===== config.mk =====
export PLATFORM = sky130hd
export DESIGN_NAME = row_drain_serializer_flat
export DESIGN_NICKNAME = d
export VERILOG_FILES = /design/src/rtl/systolic_pkg.sv /design/src/rtl/row_drain_serializer_if.sv /design/src/rtl/mux.sv /design/src/rtl/row_drain_serializer.sv /design/src/flat_wrapper.sv
export SDC_FILE = /design/constraint.sdc
export NUM_CORES = 1
export LEC_CHECK = 0
export CAP_MARGIN = 20
export CORE_MARGIN = 10
export CORE_UTILIZATION = 46
export CTS_BUF_LIST = sky130_fd_sc_hd__clkbuf_4
export CTS_CLUSTER_DIAMETER = 60
export DETAILED_ROUTE_END_ITERATION = 8
export PLACE_DENSITY = 0.79
export SYNTH_ARGS = -nofsm -noshare
export SYNTH_HDL_FRONTEND = slang
export SYNTH_SLANG_ARGS = --single-unit

===== constraint.sdc =====
create_clock -name clk -period 2.4 [get_ports clk]
set_input_delay 0.36 -clock clk [delete_from_list [all_inputs] [get_ports clk]]
set_output_delay 0.36 -clock clk [all_outputs]
set_load 0.01 [all_outputs]

===== src/rtl/systolic_pkg.sv =====
`default_nettype none
// ---------------------------------------------------------------------------
// systolic_pkg : shared types and default sizes for the systolic array edge.
// Rev 1.0
// ---------------------------------------------------------------------------
package systolic_pkg;

  typedef enum logic [0:0] {
    DRAIN_IDLE   = 1'b0,
    DRAIN_ACTIVE = 1'b1
  } drain_state_t;

  localparam int DEFAULT_DATAWIDTH = 16;
  localparam int DEFAULT_N_INPUTS  = 8;
  localparam int DEFAULT_SELWIDTH  = 3;

endpackage
`default_nettype wire


===== src/rtl/row_drain_serializer_if.sv =====
`default_nettype none
// ---------------------------------------------------------------------------
// row_drain_serializer_if : parallel row in, serial element stream out.
// Rev 1.0
// ---------------------------------------------------------------------------
interface row_drain_serializer_if
  import systolic_pkg::*;
#(
  parameter int DATAWIDTH = DEFAULT_DATAWIDTH,
  parameter int N_INPUTS  = DEFAULT_N_INPUTS,
  parameter int SELWIDTH  = DEFAULT_SELWIDTH
);
  logic                               in_valid;
  logic                               in_ready;
  logic [N_INPUTS-1:0][DATAWIDTH-1:0] in_array;
  logic                               out_valid;
  logic                               out_ready;
  logic [DATAWIDTH-1:0]               out_data;
  logic [SELWIDTH-1:0]                out_index;
  logic                               out_last;
  logic                               busy;

  // master: the side that produces rows and consumes elements
  modport master (
    output in_valid, in_array, out_ready,
    input  in_ready, out_valid, out_data, out_index, out_last, busy
  );

  modport slave (
    input  in_valid, in_array, out_ready,
    output in_ready, out_valid, out_data, out_index, out_last, busy
  );
endinterface
`default_nettype wire


===== src/rtl/mux.sv =====
`default_nettype none
// ---------------------------------------------------------------------------
// mux : selects one element of a packed row; out-of-range selects give zero.
// Rev 1.0
// ---------------------------------------------------------------------------
module mux
  import systolic_pkg::*;
#(
  parameter int DATAWIDTH = DEFAULT_DATAWIDTH,
  parameter int N_INPUTS  = DEFAULT_N_INPUTS,
  parameter int SELWIDTH  = DEFAULT_SELWIDTH
) (
  input  wire logic [N_INPUTS-1:0][DATAWIDTH-1:0] in_array,
  input  wire logic [SELWIDTH-1:0]                sel,
  output logic      [DATAWIDTH-1:0]               out
);

  always_comb begin
    out = '0;
    for (int i = 0; i < N_INPUTS; i++) begin
      if (sel == SELWIDTH'(i)) out = in_array[i];
    end
  end

endmodule
`default_nettype wire


===== src/rtl/row_drain_serializer.sv =====
`default_nettype none
// ---------------------------------------------------------------------------
// row_drain_serializer : captures a parallel row and drains it one element
// per valid/ready beat, chaining rows without a bubble.  Rev 1.0
// ---------------------------------------------------------------------------
module row_drain_serializer
  import systolic_pkg::*;
#(
  parameter int DATAWIDTH = DEFAULT_DATAWIDTH,
  parameter int N_INPUTS  = DEFAULT_N_INPUTS,
  parameter int SELWIDTH  = DEFAULT_SELWIDTH
) (
  input wire logic              clk,
  input wire logic              rst,
  row_drain_serializer_if.slave bus
);

  localparam logic [SELWIDTH-1:0] c_LAST_SEL = SELWIDTH'(N_INPUTS - 1);

  drain_state_t                       r_state;
  logic [SELWIDTH-1:0]                r_sel;
  logic [N_INPUTS-1:0][DATAWIDTH-1:0] r_bank;

  logic                               w_active;
  logic                               w_last;
  logic                               w_in_fire;
  logic                               w_out_fire;
  logic [DATAWIDTH-1:0]               w_data;

  assign w_active   = (r_state == DRAIN_ACTIVE);
  assign w_last     = w_active && (r_sel == c_LAST_SEL);
  assign w_out_fire = w_active && bus.out_ready;
  assign w_in_fire  = bus.in_ready && bus.in_valid;

  // Ready for a new row while idle, or on the beat that retires the last element.
  assign bus.in_ready  = !rst && (!w_active || (w_last && bus.out_ready));
  assign bus.out_valid = w_active;
  assign bus.busy      = w_active;
  assign bus.out_index = r_sel;
  assign bus.out_last  = w_last;
  assign bus.out_data  = w_data;

  always_ff @(posedge clk) begin
    if (rst) begin
      r_state <= DRAIN_IDLE;
      r_sel   <= '0;
      r_bank  <= '0;
    end else if (w_in_fire) begin
      r_state <= DRAIN_ACTIVE;
      r_sel   <= '0;
      r_bank  <= bus.in_array;
    end else if (w_out_fire) begin
      if (w_last) begin
        r_state <= DRAIN_IDLE;
        r_sel   <= '0;
      end else begin
        r_sel   <= r_sel + SELWIDTH'(1);
      end
    end
  end

  mux #(
    .DATAWIDTH (DATAWIDTH),
    .N_INPUTS  (N_INPUTS),
    .SELWIDTH  (SELWIDTH)
  ) u_mux (
    .in_array (r_bank),
    .sel      (r_sel),
    .out      (w_data)
  );

endmodule
`default_nettype wire


===== src/flat_wrapper.sv =====
// flat-port wrapper written by rule: the top's interface ports become plain ports
module row_drain_serializer_flat import systolic_pkg::*;
#(
  parameter int DATAWIDTH = DEFAULT_DATAWIDTH,
  parameter int N_INPUTS  = DEFAULT_N_INPUTS,
  parameter int SELWIDTH  = DEFAULT_SELWIDTH
)
  (clk, rst, bus_in_valid, bus_in_array, bus_out_ready, bus_in_ready, bus_out_valid, bus_out_data, bus_out_index, bus_out_last, bus_busy);
  row_drain_serializer_if #(.DATAWIDTH(DATAWIDTH), .N_INPUTS(N_INPUTS), .SELWIDTH(SELWIDTH)) bus_i ();
  input wire logic clk;
  input wire logic rst;
  input wire logic [$bits(bus_i.in_valid)-1:0] bus_in_valid;
  input wire logic [$bits(bus_i.in_array)-1:0] bus_in_array;
  input wire logic [$bits(bus_i.out_ready)-1:0] bus_out_ready;
  output wire logic [$bits(bus_i.in_ready)-1:0] bus_in_ready;
  output wire logic [$bits(bus_i.out_valid)-1:0] bus_out_valid;
  output wire logic [$bits(bus_i.out_data)-1:0] bus_out_data;
  output wire logic [$bits(bus_i.out_index)-1:0] bus_out_index;
  output wire logic [$bits(bus_i.out_last)-1:0] bus_out_last;
  output wire logic [$bits(bus_i.busy)-1:0] bus_busy;
  assign bus_i.in_valid = bus_in_valid;
  assign bus_i.in_array = bus_in_array;
  assign bus_i.out_ready = bus_out_ready;
  assign bus_in_ready = bus_i.in_ready;
  assign bus_out_valid = bus_i.out_valid;
  assign bus_out_data = bus_i.out_data;
  assign bus_out_index = bus_i.out_index;
  assign bus_out_last = bus_i.out_last;
  assign bus_busy = bus_i.busy;
  row_drain_serializer #(.DATAWIDTH(DATAWIDTH), .N_INPUTS(N_INPUTS), .SELWIDTH(SELWIDTH)) u_core (.clk(clk), .rst(rst), .bus(bus_i));
endmodule

==> run summary, run 1 <==
Status - finished with violations
Violated checks - setup timing
RSZ-0062 raised after global routing - yes
Htree depth - 4
Slowest CP cell - dfxtp_4
Worst Tran Pin Value - 0.499 ns
Grt ovf - 0
Hold Crit Class - input pin to register
Power per cell area - 539 nW/um^2
Critical path data arrival time - 2.40 ns
Final worst path period share - 115%
Synth Area in Adders - 1.19%
Flops & latches, synth - 132
Largest family of logic cells by synthesized area - simple AND/OR/NAND/NOR gates
Area of the die - 18800 um^2
RD Place Congestion - 0.921
Clock Tree Root - clkbuf_4
Starting Density - 47.4%
Gr usage total - 22.0%
Net count after synthesis - 948
Clock skew - 0.0193 ns
Antenna violations before repair - 0
Peak supply drop - 0.494 mV
Max Transition Viols Final - 0
Row count - 42
Crit path largest cell delay - 0.39 ns
Boundary pin count - 155
Yosys warnings - 0
Hold Fails Final Rpt - 0
Path depth of the worst reg2reg path - 10
F_max - 362 MHz
Dpl cell area - 8200 um^2
CTS tree - yes
Fin nets - 1104
Residual DRC - 0
DRT iter0 DRCs - 657
Final setup fails - 16
TNS Setup - -5.24 ns
Syn avg cell area - 7.81 um^2
Vias per inst - 5.38
Xor and xnor area share after synthesis - 0%
Compound-cell area share of the yosys netlist - 22.9%
Tmin final - 2.76 ns
Post-route ant nets - 0
Vias in the first global route - 6108
Number of diodes - 0
DR vias - 6216
Max-Cap Viols - 0
Max clock buf depth - 2
Setup crit end kind - output port
Final worst setup slack - -0.361 ns
Unique masters post-synth - 31
Synth Area in Simple Gates - 25.0%
Crit path required time - 2.04 ns
Non-filler cells, final - 1155
Worst Setup Start Kind - register
Max transition margin - 66.7%
Routed WL - 21.0 mm
First-pass GRT wire length - 32.0 mm
TritonCTS buffer count - 17
Die width - 137 um
Maximum fanout along the worst path - 7
Num Clock Sinks - 132
WL/cell - 18.2 um
Pre-Repair DR Iteration Count - 5
Portion of netlist area occupied by mux cells - 0.474%
WS Path Type - register to output port
Hold path depth - 3
Sequential fraction of the synthesis area - 41.8%
Fin area - 8860 um^2
Clock transition at the registers of the reported paths - 0.12 ns
Gate Count Post-Synth - 810
Dpl cells - 1117
Core ar. - 13300 um^2
Synthesized area - 6330 um^2
P_leak - 3.22 nW
Share of cells above drive strength 1 - 17.9%
Largest net degree at the start of global routing - 133
Post-Place Worst Slack - -0.327 ns
Vert. Die Dim - 137 um
Reg-to-reg slack, setup - 0.21 ns
Tot Pwr - 0.00478 W
Post-DP HPWL - 15.1 mm
Port buffer count - 154
Filler cell count - 1074
Crit path cell chain - ha_4 > ha_4 > or3_4 > buf_6 > a21oi_2 > o22ai_2 > a21oi_2 > buf_2
Area grow syn2layout - 40.0%
Clock Latency Late Sink - 0.57 ns
path summary, 6_finish.rpt:
check | start | end
worst max-delay path | u_core.bus.out_index[0] | bus_out_data[0]
worst min-delay path | rst | u_core.bus.busy
worst max register to register | u_core.bus.out_index[0] | u_core.r_bank[16]
worst min register to register | u_core.r_bank[51] | u_core.r_bank[51]
stage by stage:
| step | hold slack (ns) | util (%) |
|---|---|---|
| 2_1_floorplan | 0.442 | - |
| 3_3_place_gp | 0.455 | 61.5 |
| 3_5_place_dp | 0.457 | 61.5 |
| 4_1_cts | 0.297 | 65.8 |
| 5_1_grt | 0.297 | 66.4 |
| 6_report | 0.317 | 66.4 |
cells by family after synthesis:
family | Yosys count
AND/OR/NAND/NOR | 320
AO/OA/AOI/OAI | 241
flip-flops | 132
buffers and inverters | 108
adder cells (fa/ha/maj) | 6
multiplexers | 3
where the power goes:
part           switching, W  total, W  internal, W  leakage [nW]
combinational      0.000384  0.000857     0.000473          1.98
clock              0.000833   0.00148     0.000650         0.146
sequential        0.0000978   0.00244      0.00234          1.09
total               0.00131   0.00478      0.00346          3.22
cell usage after synthesis:
master	count	area share [%]
nand2_1	178	11
dfxtp_1	132	42
nand2b_1	97	9.6
o21ai_0	90	7.1
a21oi_1	48	3.8
clkbuf_1	34	2.0
inv_1	34	2.0
o31ai_1	31	3.7
o21ai_1	23	1.8
buf_2	17	1.3
a221oi_1	16	2.2
nand3b_1	16	1.9
nor2b_1	16	1.6
a221o_1	15	2.4
o22ai_1	15	1.5
buf_6	13	2.3
ha_1	6	1.2
buf_1	4	0.24
nor2_1	4	0.24
nor3_1	4	0.32
buf_4	3	0.36
mux2i_1	3	0.47
and2_1	2	0.20
clkbuf_2	2	0.16
a2111oi_0	1	0.14
a21boi_2	1	0.18
buf_8	1	0.24
nor3b_2	1	0.20
nor3b_4	1	0.30
o32ai_1	1	0.14
or3_1	1	0.099
metal layers:
| metal | vias up | track usage, % | wire [um] |
|---|---|---|---|
| met5 | - | 0 | 0 |
| met4 | 0 | 7.08 | 547 |
| li1 | 3055 | - | - |
| met1 | 2877 | 27.9 | 9090 |
| met3 | 35 | 8.56 | 2000 |
| met2 | 249 | 33.5 | 9330 |
cell type report:
type                            instances  area [um^2]  area share (%)
Multi-Input combinational cell        570         3520            39.8
Sequential cell                       132         2650            30.0
Timing Repair Buffer                  211         2070            23.3
Tap cell                              176          220            2.49
Clock buffer                           21          158            1.78
Inverter                               34          130            1.47
Clock inverter                         11          110            1.24
state kept, by name, summed over array words and instances, names as in the netlist:
name                  count
u_core.bus.out_index      3
u_core.r_bank           128
u_core.bus.busy           1
repair_timing:
item | CTS | global route
hold buffers | 0 | 0
setup endpoints to repair | 18 | 18
gates cloned | 1 | 0
pin swaps | 28 | 15
resized for setup | 139 | 16
setup buffers | 2 | 3
placed cells by master (no fill, tap or decap), types with 2 or more instances in the layout:
master and n:
a21oi_1 17, a21oi_2 27, a21oi_4 4, a221o_1 15
a221oi_1 11, a221oi_2 5, buf_12 10, buf_2 17
buf_4 39, buf_6 5, buf_8 2, bufinv_16 2
clkbuf_4 21, clkdlybuf4s50_1 135, clkinv_1 3, clkinv_2 3
clkinvlp_4 2, dfxtp_1 129, dfxtp_4 3, ha_4 5
inv_1 31, inv_2 2, mux2i_1 3, nand2_1 178
nand2b_1 97, nand3b_1 16, nor2_1 4, nor2b_1 15
nor3_1 4, o21ai_0 87, o21ai_1 26, o22ai_2 15
o31ai_1 31
worst max-delay path, delay by kind of cell, from the launching register on:
| family | cells | cell delay, ns |
|---|---|---|
| adder cells (fa/ha/maj) | 2 | 0.34 |
| buffers and inverters | 2 | 0.32 |
| AO/OA/AOI/OAI | 3 | 0.43 |
| flip-flops | 1 | 0.39 |
| AND/OR/NAND/NOR | 1 | 0.36 |
(Power assumes the default switching activity.)
==> inputs of run 2 (changes only) <==
- CAP_MARGIN: 20 -> not set
==> results of run 2 <==
Same layout as run 1: the final DEF is identical, and so are final timing and power.
==> inputs of run 3 (changes only) <==
- CAP_MARGIN: not set -> 40
- CORE_ASPECT_RATIO: not set -> 0.75
==> run 3 against run 2 <==
The run still ends with setup timing left. Routed wire length increased by 3.5%. Global-route usage is 0.20 points higher. Cell area fell by 3.0%. Final cell count fell by 0.95%. Worst setup slack got worse by 0.024 ns. Power increased by 0.69%. Largest cell class unchanged. Largest power group unchanged.
==> run summary, run 3 (synthesis gave the netlist of run 1 again) <==
Status - finished with violations (unchanged)
Violated checks - setup timing (unchanged)
Pre-Repair DR Iteration Count - 6 (was 5)
Port buffer count - 154 (unchanged)
Largest net degree at the start of global routing - 111 (was 133)
Final setup fails - 18 (was 16)
Area of the die - 18900 um^2 (was 18800 um^2)
DRT iter0 DRCs - 634 (was 657)
Final worst path period share - 116% (was 115%)
Tmin final - 2.78 ns (was 2.76 ns)
Reg-to-reg slack, setup - 0.10 ns (was 0.21 ns)
Post-DP HPWL - 15.9 mm (was 15.1 mm)
Gr usage total - 22.2% (was 22.0%)
Most frequent cells in the layout - nand2_1 (178), clkdlybuf4s50_1 (135), dfxtp_1 (129) (unchanged)
Max reg flops - 128 (unchanged)
Vias per inst - 5.44 (was 5.38)
Clock Tree Root - clkbuf_4 (unchanged)
Vias in the first global route - 6014 (was 6108)
Starting Density - 46.5% (was 47.4%)
Grt ovf - 0 (unchanged)
Filler cell count - 1141 (was 1074)
Share of cells above drive strength 1 - 14.5% (was 17.9%)
Core ar. - 13600 um^2 (was 13300 um^2)
Critical path data arrival time - 2.42 ns (was 2.40 ns)
Max clock buf depth - 2 (unchanged)
Final Util - 63.2% (was 66.4%)
Setup crit end kind - output port (unchanged)
First-pass GRT wire length - 33.2 mm (was 32.0 mm)
Clock skew - 0.0103 ns (was 0.0193 ns)
Final hold slack - 0.325 ns (was 0.317 ns)
Maximum fanout along the worst path - 8 (was 7)
Boundary pin count - 155 (unchanged)
Fin nets - 1092 (was 1104)
Worst Tran Pin Value - 0.458 ns (was 0.499 ns)
TritonCTS buffer count - 17 (unchanged)
Worst Setup Start Kind - register (unchanged)
P_leak - 3.11 nW (was 3.22 nW)
Final worst setup slack - -0.385 ns (was -0.361 ns)
Clock transition at the registers of the reported paths - 0.12 ns (about the same)
Most flop-heavy register - u_core.r_bank (unchanged)
Max-Cap Viols - 0 (unchanged)
Area grow syn2layout - 35.8% (was 40.0%)
Num Clock Sinks - 132 (unchanged)
RD Place Congestion - 0.988 (was 0.921)
Crit path required time - 2.04 ns (about the same)
CTS tree - yes (unchanged)
Hold Fails Final Rpt - 0 (unchanged)
Hold Crit Class - input pin to register (unchanged)
Row count - 37 (was 42)
TNS Setup - -5.49 ns (was -5.24 ns)
WS Path Type - register to output port (unchanged)
WL/cell - 19.0 um (was 18.2 um)
Vert. Die Dim - 122 um (was 137 um)
DR vias - 6223 (was 6216)
RSZ-0062 raised after global routing - yes (unchanged)
Peak supply drop - 0.330 mV (was 0.494 mV)
Commonest non-fill, non-tap cell in the layout - nand2_1 (unchanged)
Clock Latency Late Sink - 0.56 ns (was 0.57 ns)
Max Transition Viols Final - 0 (unchanged)
Residual DRC - 0 (unchanged)
Power per cell area - 560 nW/um^2 (was 539 nW/um^2)
F_max - 359 MHz (was 362 MHz)
Antenna violations before repair - 1 (was 0)
Die width - 155 um (was 137 um)
Max transition margin - 69.5% (was 66.7%)
Htree depth - 4 (unchanged)
Routed WL - 21.7 mm (was 21.0 mm)
Post-route ant nets - 0 (unchanged)
run 3: metrics by stage:
| step | instances | instance area (um^2) | setup slack (ns) | power, W |
|---|---|---|---|---|
| 3_5_place_dp | 1108 | 8140 | -0.314 | 0.00328 |
| 3_3_place_gp | 1108 | 8140 | -0.279 | 0.00327 |
| 4_1_cts | 1142 | 8500 | -0.375 | 0.00478 |
| 5_1_grt | 1142 | 8590 | -0.435 | 0.00500 |
| 2_1_floorplan | 810 | 6390 | 0.0262 | 0.00284 |
| 6_report | 1144 | 8600 | -0.385 | 0.00481 |
run 3: layout make-up:
cell class                 count  area [um^2]  share of cell area (%)
multi-input combinational    571         3370                    39.2
sequential                   132         2650                    30.9
timing repair buffer         198         1940                    22.5
tap                          175          219                    2.55
clock inverter                14          151                    1.76
clock buffer                  18          135                    1.57
inverter                      34          128                    1.48
antenna                        2         5.00                  0.0582
run 3: final timing paths:
check,start,endpoint,cells after the start
max,u_core.bus.out_index[1],bus_out_data[7],8
min,bus_in_array[53],u_core.r_bank[53],3
max reg2reg,u_core.bus.out_index[2],u_core.r_bank[41],10
min reg2reg,u_core.r_bank[86],u_core.r_bank[86],2
run 3: what timing repair did:
item,CTS,global route
setup buffers,0,0
pin swaps,14,13
hold buffers,0,0
gates resized for setup,104,20
endpoints found under the hold margin,0,0
setup endpoints to repair,18,18
cloned,2,0
run 3: layer usage:
layer | wire [um] | share of wire, % | vias up | global-route usage [%]
li1 | - | - | 3026 | -
met1 | 9760 | 45 | 2849 | 31.4
met2 | 8870 | 41 | 312 | 31.2
met3 | 2670 | 12 | 36 | 7.11
met4 | 398 | 1.8 | 0 | 7.00
met5 | 0 | 0 | - | 0
run 3: critical path, cell delays in order, from the launching register on:
cell	delay (ns)
dfxtp_4	0.39
ha_4	0.17
ha_4	0.17
or3_4	0.36
buf_8	0.16
a21oi_4	0.11
o22ai_2	0.10
a21oi_2	0.22
buf_2	0.18
run 3: power breakdown:
group          switching, W  total (W)  internal, W
clock network      0.000912    0.00155     0.000639
registers          0.000110    0.00245      0.00234
logic              0.000368   0.000811     0.000443
total               0.00139    0.00481      0.00342
